File: src/rtl/game_pkg.sv
// Shared definitions for the Tug of War button path: FSM state encoding,
// press counter width and a clog2 helper for sizing counters.
package game_pkg;

    localparam logic [1:0] IDLE       = 2'd0;
    localparam logic [1:0] DB_PRESS   = 2'd1;
    localparam logic [1:0] HELD       = 2'd2;
    localparam logic [1:0] DB_RELEASE = 2'd3;

    localparam int PRESS_CNT_W = 8;

    // Number of bits needed to represent values 0 .. value-1.
    function automatic int clog2(input int value);
        int result;
        int v;
        result = 0;
        v      = value - 1;
        while (v > 0) begin
            result = result + 1;
            v      = v >> 1;
        end
        return result;
    endfunction

endpackage

File: src/rtl/button_debouncer_if.sv
// Signal bundle between the button synchronizer/game logic and one debouncer.
// Also carries the debouncer's FSM state and counters for observation.
interface button_debouncer_if #(
    parameter int CNT_W = 16
);
    import game_pkg::*;

    // Level/strobe interface, no handshake: sypush is sampled on every rising
    // clock edge with no valid qualifier; press_pulse is a one-cycle strobe
    // that the consumer must take in the cycle it is high (no backpressure).
    logic                   sypush;
    logic                   held;
    logic                   press_pulse;
    logic [PRESS_CNT_W-1:0] press_count;
    logic [1:0]             state;
    logic [CNT_W-1:0]       cnt;
    logic [CNT_W-1:0]       rcnt;

    modport master (
        output sypush,
        input  held, press_pulse, press_count, state, cnt, rcnt
    );

    modport slave (
        input  sypush,
        output held, press_pulse, press_count, state, cnt, rcnt
    );

endinterface

File: src/rtl/cycle_counter.sv
// Clearable, enabled up-counter with a terminal flag at LIMIT-1.
// Clear has priority over enable.
module cycle_counter #(
    parameter int CNT_W = 16,
    parameter int LIMIT = 4
) (
    input  logic             clk,
    input  logic             rst,
    input  logic             clear,
    input  logic             enable,
    output logic [CNT_W-1:0] count,
    output logic             done
);

    // Count register: clear wins, otherwise advance when enabled.
    always_ff @(posedge clk or negedge rst) begin
        if (!rst) begin
            count <= '0;
        end else if (clear) begin
            count <= '0;
        end else if (enable) begin
            count <= count + CNT_W'(1);
        end
    end

    // Terminal flag marks the last count of the period.
    always_comb begin
        done = (count == CNT_W'(LIMIT - 1));
    end

endmodule

File: src/rtl/button_debouncer.sv
// Push-button debouncer: filters bounce on a synchronized button level and
// produces a debounced level, a one-cycle press pulse and a wrapping press
// count. Optional auto-repeat while held is enabled with the macro
// BUTTON_DEBOUNCER_AUTO_REPEAT_EN.
module button_debouncer #(
    parameter int DEBOUNCE_CYCLES = 4,
    parameter int REPEAT_CYCLES   = 10,
    parameter int CNT_W           = 16
) (
    input  logic               clk,
    input  logic               rst,
    button_debouncer_if.slave  bus
);
    import game_pkg::*;

    logic [1:0]             state;
    logic [1:0]             next_state;
    logic                   sample;
    logic                   agree;
    logic                   db_clear;
    logic                   db_done;
    logic [CNT_W-1:0]       db_cnt;
    logic                   accept;
    logic                   rep_fire;
    logic                   pulse_set;
    logic                   next_held;
    logic                   held_q;
    logic                   pulse_q;
    logic [PRESS_CNT_W-1:0] count_q;

    assign sample = bus.sypush;

    // A sample "agrees" when it confirms the change being debounced.
    always_comb begin
        agree = ((state == DB_PRESS) && sample) ||
                ((state == DB_RELEASE) && !sample);
    end

    // Debounce counter restarts on any opposite sample and after it expires.
    always_comb begin
        db_clear = !agree || db_done;
    end

    cycle_counter #(
        .CNT_W (CNT_W),
        .LIMIT (DEBOUNCE_CYCLES)
    ) u_db_counter (
        .clk    (clk),
        .rst    (rst),
        .clear  (db_clear),
        .enable (agree),
        .count  (db_cnt),
        .done   (db_done)
    );

    // FSM state register.
    always_ff @(posedge clk or negedge rst) begin
        if (!rst) begin
            state <= IDLE;
        end else begin
            state <= next_state;
        end
    end

    // FSM next-state logic.
    always_comb begin
        next_state = state;
        case (state)
            IDLE: begin
                if (sample) next_state = DB_PRESS;
            end
            DB_PRESS: begin
                if (!sample)      next_state = IDLE;
                else if (db_done) next_state = HELD;
            end
            HELD: begin
                if (!sample) next_state = DB_RELEASE;
            end
            DB_RELEASE: begin
                if (sample)       next_state = HELD;
                else if (db_done) next_state = IDLE;
            end
            default: next_state = IDLE;
        endcase
    end

`ifdef BUTTON_DEBOUNCER_AUTO_REPEAT_EN
    logic             in_held;
    logic             enter_held;
    logic             rep_clear;
    logic             rep_done;
    logic [CNT_W-1:0] rcnt;

    // Repeat counter runs only in HELD, restarts on every entry to HELD and
    // after each repeat, and freezes in DB_RELEASE.
    always_comb begin
        in_held    = (state == HELD);
        enter_held = (next_state == HELD) && (state != HELD);
        rep_clear  = enter_held || (in_held && rep_done);
        rep_fire   = in_held && rep_done;
    end

    cycle_counter #(
        .CNT_W (CNT_W),
        .LIMIT (REPEAT_CYCLES)
    ) u_rep_counter (
        .clk    (clk),
        .rst    (rst),
        .clear  (rep_clear),
        .enable (in_held),
        .count  (rcnt),
        .done   (rep_done)
    );

    assign bus.rcnt = rcnt;
`else
    logic unused_repeat;

    // Without auto-repeat there is exactly one pulse per press.
    always_comb begin
        rep_fire = 1'b0;
    end

    assign unused_repeat = (REPEAT_CYCLES > 1);
    assign bus.rcnt      = '0;
`endif

    // FSM outputs: press acceptance, pulse request and next debounced level.
    always_comb begin
        accept    = (state == DB_PRESS) && sample && db_done;
        pulse_set = accept || rep_fire;
        next_held = (next_state == HELD) || (next_state == DB_RELEASE);
    end

    // Registered outputs; reset aborts any pending press without a pulse.
    always_ff @(posedge clk or negedge rst) begin
        if (!rst) begin
            held_q  <= 1'b0;
            pulse_q <= 1'b0;
            count_q <= '0;
        end else begin
            held_q  <= next_held;
            pulse_q <= pulse_set;
            if (pulse_set) count_q <= count_q + PRESS_CNT_W'(1);
        end
    end

    assign bus.held        = held_q;
    assign bus.press_pulse = pulse_q;
    assign bus.press_count = count_q;
    assign bus.state       = state;
    assign bus.cnt         = db_cnt;

endmodule

File: src/flat_wrapper.sv
// flat-port wrapper written by rule: the top's interface ports become plain ports
module button_debouncer_flat import game_pkg::*;
#(
    parameter int DEBOUNCE_CYCLES = 4,
    parameter int REPEAT_CYCLES   = 10,
    parameter int CNT_W           = 16
)
  (clk, rst, bus_sypush, bus_held, bus_press_pulse, bus_press_count, bus_state, bus_cnt, bus_rcnt);
  button_debouncer_if #(.CNT_W(CNT_W)) bus_i ();
  input  logic clk;
  input  logic rst;
  input wire logic [$bits(bus_i.sypush)-1:0] bus_sypush;
  output wire logic [$bits(bus_i.held)-1:0] bus_held;
  output wire logic [$bits(bus_i.press_pulse)-1:0] bus_press_pulse;
  output wire logic [$bits(bus_i.press_count)-1:0] bus_press_count;
  output wire logic [$bits(bus_i.state)-1:0] bus_state;
  output wire logic [$bits(bus_i.cnt)-1:0] bus_cnt;
  output wire logic [$bits(bus_i.rcnt)-1:0] bus_rcnt;
  assign bus_i.sypush = bus_sypush;
  assign bus_held = bus_i.held;
  assign bus_press_pulse = bus_i.press_pulse;
  assign bus_press_count = bus_i.press_count;
  assign bus_state = bus_i.state;
  assign bus_cnt = bus_i.cnt;
  assign bus_rcnt = bus_i.rcnt;
  button_debouncer #(.DEBOUNCE_CYCLES(DEBOUNCE_CYCLES), .REPEAT_CYCLES(REPEAT_CYCLES), .CNT_W(CNT_W)) u_core (.clk(clk), .rst(rst), .bus(bus_i));
endmodule
File: config.mk
export PLATFORM = sky130hd
export DESIGN_NAME = button_debouncer_flat
export DESIGN_NICKNAME = d
export VERILOG_FILES = /design/src/rtl/game_pkg.sv /design/src/rtl/button_debouncer_if.sv /design/src/rtl/cycle_counter.sv /design/src/rtl/button_debouncer.sv /design/src/flat_wrapper.sv
export SDC_FILE = /design/constraint.sdc
export NUM_CORES = 1
export LEC_CHECK = 0
export CAP_MARGIN = 0
export CORE_UTILIZATION = 45
export CTS_CLUSTER_DIAMETER = 150
export CTS_CLUSTER_SIZE = 24
export DETAILED_ROUTE_END_ITERATION = 12
export GPL_ROUTABILITY_DRIVEN = 0
export GPL_TIMING_DRIVEN = 0
export PLACE_DENSITY = 0.78
export SLEW_MARGIN = 10
export SYNTH_ARGS = -nofsm -noshare
export SYNTH_HDL_FRONTEND = slang
export SYNTH_SLANG_ARGS = --single-unit
export TNS_END_PERCENT = 1
File: constraint.sdc
create_clock -name clk -period 1.9 [get_ports clk]
set_clock_uncertainty 0.05 [all_clocks]
set_input_delay 0.38 -clock clk [delete_from_list [all_inputs] [get_ports clk]]
set_output_delay 0.38 -clock clk [all_outputs]
set_load 0.05 [all_outputs]
==> flow_summary.json <==
{
  "status": "complete, but fails checks",
  "violations": "hold timing",
  "timing.hold.ws_ns": -0.0113,
  "avgSynthCellArea_um2": 10.2,
  "syn_inst": 147,
  "combPwrFrac_pct": 36.8,
  "vias_per_cell": 4.83,
  "avgRoutedWirePerCell_um": 12.3,
  "dp.cells": 236,
  "die-area_um2": 3560,
  "grt_pass1_wl_mm": 4.84,
  "antenna_cells": 0,
  "grt.overflow.total": 0,
  "clockBufferDepth": 2,
  "drt-total-wl_mm": 2.94,
  "leakage_uw": 0.000981,
  "power.density_nw_per_um2": 796,
  "p_int_uw": 883,
  "worstSetupStartpointType": "register",
  "cp.arrival_ns": 2.07,
  "dr.pass1.iters": 4,
  "htreeDepth": 1,
  "io_buffers": 30,
  "synthesis.area_um2": 1500,
  "min_path_type": "input port to async pin",
  "crit_chain": "buf_4 -> nor4_4 -> nand4_4 -> nor4_1 -> xor2_1",
  "clkTransAtPathRegs_ns": 0.15,
  "root_buffer": "clkbuf_4",
  "cp-end-kind": "register",
  "post-route-cell-area_um2": 1920,
  "switching_share_pct": 42.3,
  "rsz0062_at_grt": "true",
  "peakVddDrop_uv": 549,
  "max_cap_violations": 0,
  "yosys_warnings": 0,
  "synthDistinctLibCells": 22,
  "cts_sinks": 28,
  "die_h_um": 59.6,
  "antenna_found_initial": 0,
  "drive_gt1_share_pct": 19.4,
  "setup.worst_path.start": "u_core.u_db_counter.count[11]$_DFFE_PN0P_",
  "hpwl_mm": 2.18,
  "drt_iter0_drc": 14,
  "clk_latency_ns": 0.32,
  "p_total_uw": 1530,
  "fin_crit_sh_pct": 98.8,
  "drv_slew": 0,
  "grt_max_degree": 29,
  "ys_seq_elements": 28,
  "crit_fanout": 9,
  "core-area_um2": 3100,
  "place_area_um2": 1910,
  "required_ns": 2.09,
  "worst_pin_slew_ns": 0.603,
  "final_core_utilization_pct": 62.0,
  "critPathTopFamily": "simple AND/OR/NAND/NOR gates",
  "path_class": "register to register",
  "via_count": 1159,
  "hold_viol_final": 14,
  "slowest_stage": "dfrtp_2",
  "reg2reg_from": "u_core.u_db_counter.count[11]$_DFFE_PN0P_",
  "min_period_ns": 1.88,
  "seqPwrFrac_pct": 47.2,
  "grt_pass1_vias": 1092,
  "grt_usage_pct": 17.9,
  "initial_utilization_pct": 48.2,
  "max_freq_ghz": 0.533,
  "cts_buffers": 3,
  "fill_cells": 292,
  "max_stage_delay_ns": 0.43,
  "synthToLayoutAreaGrowth_pct": 28.6,
  "cts_tree": "done",
  "final_cells": 240,
  "ant_nets": 0,
  "drcViolationCount": 0,
  "ys_seq_area_share_pct": 46.9,
  "pin_count": 47,
  "cts_hold_buf": 0,
  "relSlewSlack_pct": 59.8,
  "die_w_um": 59.6,
  "num_rows": 20,
  "pwr-share-clk_pct": 16.0,
  "p_switching_uw": 647,
  "nets": 202,
  "setup_violations": 0,
  "critical_path_buf_inv_count": 1
}
## stage by stage
step                worst slack [ns]  hold slack (ns)  setup TNS (ns)
detailed placement            -0.149            0.415           -1.35
finish                        0.0222          -0.0113               0
floorplan                     0.0189           0.0344               0
global placement              -0.119            0.409          -0.491
CTS                          0.00430            0.433               0
global route                 -0.0606           0.0232          -0.323
## cells in the mapped netlist
| cell | instances | share of area, % |
|---|---|---|
| buf_2 | 2 | 0.67 |
| buf_4 | 17 | 8.5 |
| conb_1 | 1 | 0.25 |
| dfrtp_1 | 28 | 47 |
| ha_1 | 2 | 1.7 |
| inv_1 | 5 | 1.3 |
| mux2_2 | 3 | 2.3 |
| nand2_1 | 7 | 1.8 |
| nand3_1 | 9 | 3.0 |
| nand4_1 | 5 | 2.1 |
| nand4_4 | 1 | 1.4 |
| nor2_1 | 22 | 5.5 |
| nor2b_1 | 1 | 0.42 |
| nor3_1 | 8 | 2.7 |
| nor4_1 | 9 | 3.8 |
| nor4_2 | 1 | 0.84 |
| nor4_4 | 1 | 1.4 |
| nor4b_1 | 1 | 0.59 |
| nor4b_4 | 1 | 1.6 |
| o21a_1 | 1 | 0.50 |
| xnor2_1 | 13 | 7.6 |
| xor2_1 | 9 | 5.3 |
## logic make-up after synthesis
group           synth area share [%]
mux                             2.26
flops                           46.9
other cells                    0.251
compound gates                 0.502
xor+xnor                        12.9
fa+ha+maj                       1.67
buf+inv                         10.5
simple gates                    25.1
## registers in the layout, summed over array words and instances (netlist names)
| signal | flops |
|---|---|
| u_core.bus.held | 1 |
| u_core.bus.press_count | 8 |
| u_core.bus.press_pulse | 1 |
| u_core.bus.state | 2 |
| u_core.u_db_counter.count | 16 |
## routing by layer
metal / share of wire [%] / wire length (um) / global-route usage [%] / up-vias
li1: - / - / - / 567
met1: 43 / 1270 / 22.8 / 552
met2: 51 / 1490 / 31.3 / 36
met3: 5.2 / 154 / 2.62 / 4
met4: 1.1 / 31 / 4.98 / 0
met5: 0 / 0 / 0 / -
## final cells by class
type,count,area [um^2],share of cell area [%]
multi-input combinational,110,711,37.0
sequential,28,706,36.7
timing repair buffer,30,267,13.9
buffer,19,140,7.29
tap,44,55.1,2.86
clock buffer,4,26.3,1.37
inverter,5,18.8,0.976
## path summary, 6_finish.rpt
path                                                             end  slack, ns  cells after the start
setup / recovery               u_core.bus.press_count[5]$_DFFE_PN0P_       0.02                      5
hold / removal             u_core.u_db_counter.count[12]$_DFFE_PN0P_      -0.01                      1
setup reg to reg               u_core.bus.press_count[5]$_DFFE_PN0P_       0.02                      5
hold reg to reg                u_core.bus.press_count[7]$_DFFE_PN0P_       0.43                      1
max in group asynchronous   u_core.u_db_counter.count[7]$_DFFE_PN0P_       1.36                      1
min in group clk               u_core.bus.press_count[7]$_DFFE_PN0P_       0.43                      1
## what timing repair did
item,4_1_cts,5_1_grt
hold endpoints to repair,0,0
gates cloned,0,0
setup buffers,0,0
resized for setup,28,7
pin swaps,0,0
endpoints found under the setup margin,37,19
## power groups by stage
stage	combinational [uW]	clock, uW	sequential [uW]
finish	564	244	722
global route	603	282	737
CTS	559	259	721
detailed placement	591	0	732
global placement	581	0	731
floorplan	227	0	919
## layout by cell type (no fill, tap or decap), types with 5 or more instances in the layout
master         Yosys  final
dfrtp_1           28     24
dlygate4sd2_1      0     25
buf_4             17     17
xor2_1             9      9
conb_1             1     16
nand2_1            7      7
nand3_1            9      8
inv_1              5      5
xnor2_1           13     13
nor2_1            22     20
nand4_1            5      5
nor4_1             9      8
nor3_1             8      8
(Power assumes the default switching activity.)
==> RTL change, RTL diff (config.mk and constraints unchanged) <==
The option `BUTTON_DEBOUNCER_AUTO_REPEAT_EN` is turned on by a define.
--- a/src/rtl/button_debouncer.sv
+++ b/src/rtl/button_debouncer.sv
@@ -2,6 +2,8 @@
 // produces a debounced level, a one-cycle press pulse and a wrapping press
 // count. Optional auto-repeat while held is enabled with the macro
 // BUTTON_DEBOUNCER_AUTO_REPEAT_EN.
+`define BUTTON_DEBOUNCER_AUTO_REPEAT_EN
+
 module button_debouncer #(
     parameter int DEBOUNCE_CYCLES = 4,
     parameter int REPEAT_CYCLES   = 10,
Formal check against the unedited RTL: not equivalent (a bounded check fails within 10 cycles, from zero or initial values and one cycle with rst low).
==> RTL change against the unedited design <==
- the flow finishes with violations (setup timing)
- sequential cell count is 16 higher
- count of clock-buffer cells in the layout increased by 3
- area after synthesis increased by 52%
- cell count is 42% higher
- setup slack worse by 0.12 ns
- via count rose by 57%
- total power is 84% higher
- first-iteration DRC count grew to 4.0 times the old value
- synthesized cell count grew 48%
- combinational power is 77% higher
- wire length increased by 62%
- design area up 54%
- critical path type unchanged
- critical endpoint is now u_core.bus.press_count[1]
==> RTL change: results (changes against the unedited design) <==
metric,value,unit,change
clk_pin_slew_worst_paths,0.08,ns,-0.07 ns
root_buffer,clkbuf_8,,
synthCells,217,,+48%
h-tree-depth,2,,+1
drtIter0Drc,56,,+42
cts_buffers,5,,+2
setup_ws,-0.0972,ns,-0.119 ns
synth-xor-area-share,13.1,%,+0.18 points
drt_first_pass_iters,4,,unchanged
port_buffers,46,,+53%
place_hpwl,3.44,mm,+58%
rr_startpoint,u_core.u_db_counter.count[0],,
grt_max_degree,28,,-3.4%
wl,4.76,mm,+62%
ys.flop_type,dfrtp_1,,
wl_per_cell,14.0,µm,+14%
async_flop_share,100,%,unchanged
violations,setup timing,,
worstSetupStartpoint,u_core.u_db_counter.count[0],,
synth_fa_ha_area_share,2.20,%,+0.52 points
hp-class,flop to flop,,
synthTopCellsByCount,"dfrtp_1 (44), nor2_1 (34), xor2_1 (19), nand4_1 (15), xnor2_1 (15)",,
muxShareOfSynthArea,1.48,%,-0.78 points
drive_gt1_share,13.6,%,-5.8 points
viasPerCell,5.36,,+11%
p_leak,0.00139,µW,+42%
antennaDiodeCount,0,,unchanged
ir_drop,0.506,mV,-7.8%
ys_seq_area_share,48.3,%,+1.5 points
cts_buffer_depth,2,,unchanged
dp.cells,331,,+40%
synth.distinct_cells,39,,+77%
setup.worst_path.end,u_core.bus.press_count[1],,
crit_fanout,7,,-2
synth.area.top_cells,"dfrtp_1 (48%), xor2_1 (7.3%), xnor2_1 (5.8%), nor2_1 (5.6%), nand4_1 (4.1%)",,
antenna_found_initial,0,,unchanged
r2r.worst_path.cells,5,,unchanged
clock_latency,0.29,ns,-0.03 ns
grt_pass1_vias,1759,,+61%
synth_compound_area_share,5.93,%,+5.4 points
grt_pass1_wl,8.14,mm,+68%
worstMarginPinSlew,0.503,ns,-0.100 ns
setup_viol,6,,+6
post-cts-setup-buffer-count,0,,unchanged
layout.nets,279,,+38%
track_usage,20.0,%,+2.1 points
place_ws,-0.318,ns,-0.169 ns
finalMaxSlewViolations,0,,unchanged
status,"complete, but fails checks",,
nFillCells,416,,+42%
[RTL change: worst min-delay path by stage]
stage                              start                             to  slack [ns]  cells past startpoint
2_1_floorplan                        rst                u_core.bus.held        0.03                      0
3_3_place_gp   u_core.bus.press_count[7]      u_core.bus.press_count[7]        0.41                      1
3_5_place_dp                         rst  u_core.u_rep_counter.count[3]        0.29                      1
4_1_cts        u_core.bus.press_count[7]      u_core.bus.press_count[7]        0.42                      1
5_1_grt        u_core.bus.press_count[7]      u_core.bus.press_count[7]        0.45                      1
6_report       u_core.bus.press_count[7]      u_core.bus.press_count[7]        0.42                      1
[RTL change: critical path, cell delays in order (launching register included)]
cell and delay [ns]:
dfrtp_2 0.45, ha_4 0.19, nor4b_4 0.26, nand4_2 0.20, o32ai_4 0.40, mux2_4 0.34
[RTL change: area by class of cell]
type | instances | area (µm²) | area share (%)
multi-input cells | 162 | 1170 | 39.4
clock buffers | 7 | 86.3 | 2.91
flip-flops and latches | 44 | 1110 | 37.4
clock inverters | 1 | 7.51 | 0.253
inverters | 5 | 18.8 | 0.633
plain buffers | 6 | 55.1 | 1.86
well taps | 67 | 83.8 | 2.83
repair buffers | 48 | 435 | 14.7
[RTL change: timing repair]
action / CTS / global route
endpoints found under the hold margin: 17 / 0
pin swaps: 5 / 7
resized for setup: 45 / 10
endpoints found under the setup margin: 69 / 32
hold buffers: 1 / 0
[RTL change: cells by family after synthesis]
kind of cell             count (synthesis)
flip-flops                              44
XOR/XNOR                                34
adder cells (fa/ha/maj)                  4
buffers and inverters                   11
AO/OA/AOI/OAI                           16
AND/OR/NAND/NOR                        105
multiplexers                             3
[RTL change: routing by layer]
| layer | track usage (%) | wire [µm] |
|---|---|---|
| met5 | 0 | 0 |
| met3 | 3.87 | 173 |
| met1 | 27.2 | 2300 |
| met2 | 31.8 | 2230 |
| met4 | 6.97 | 60 |
[RTL change: stage by stage]
step	TNS (ns)	power, µW	area, µm²
after global placement	-37.37	2220	2850
after detailed placement	-3.76	2240	2860
after CTS	-1.20	2820	2930
final	-0.404	2810	2960
after global routing	-3.29	2960	2960
after floorplan	-1.31	1890	2300
[RTL change: power breakdown]
part | internal [µW] | switching (µW)
combinational | 317 | 686
sequential | 1040 | 165
clock | 296 | 314
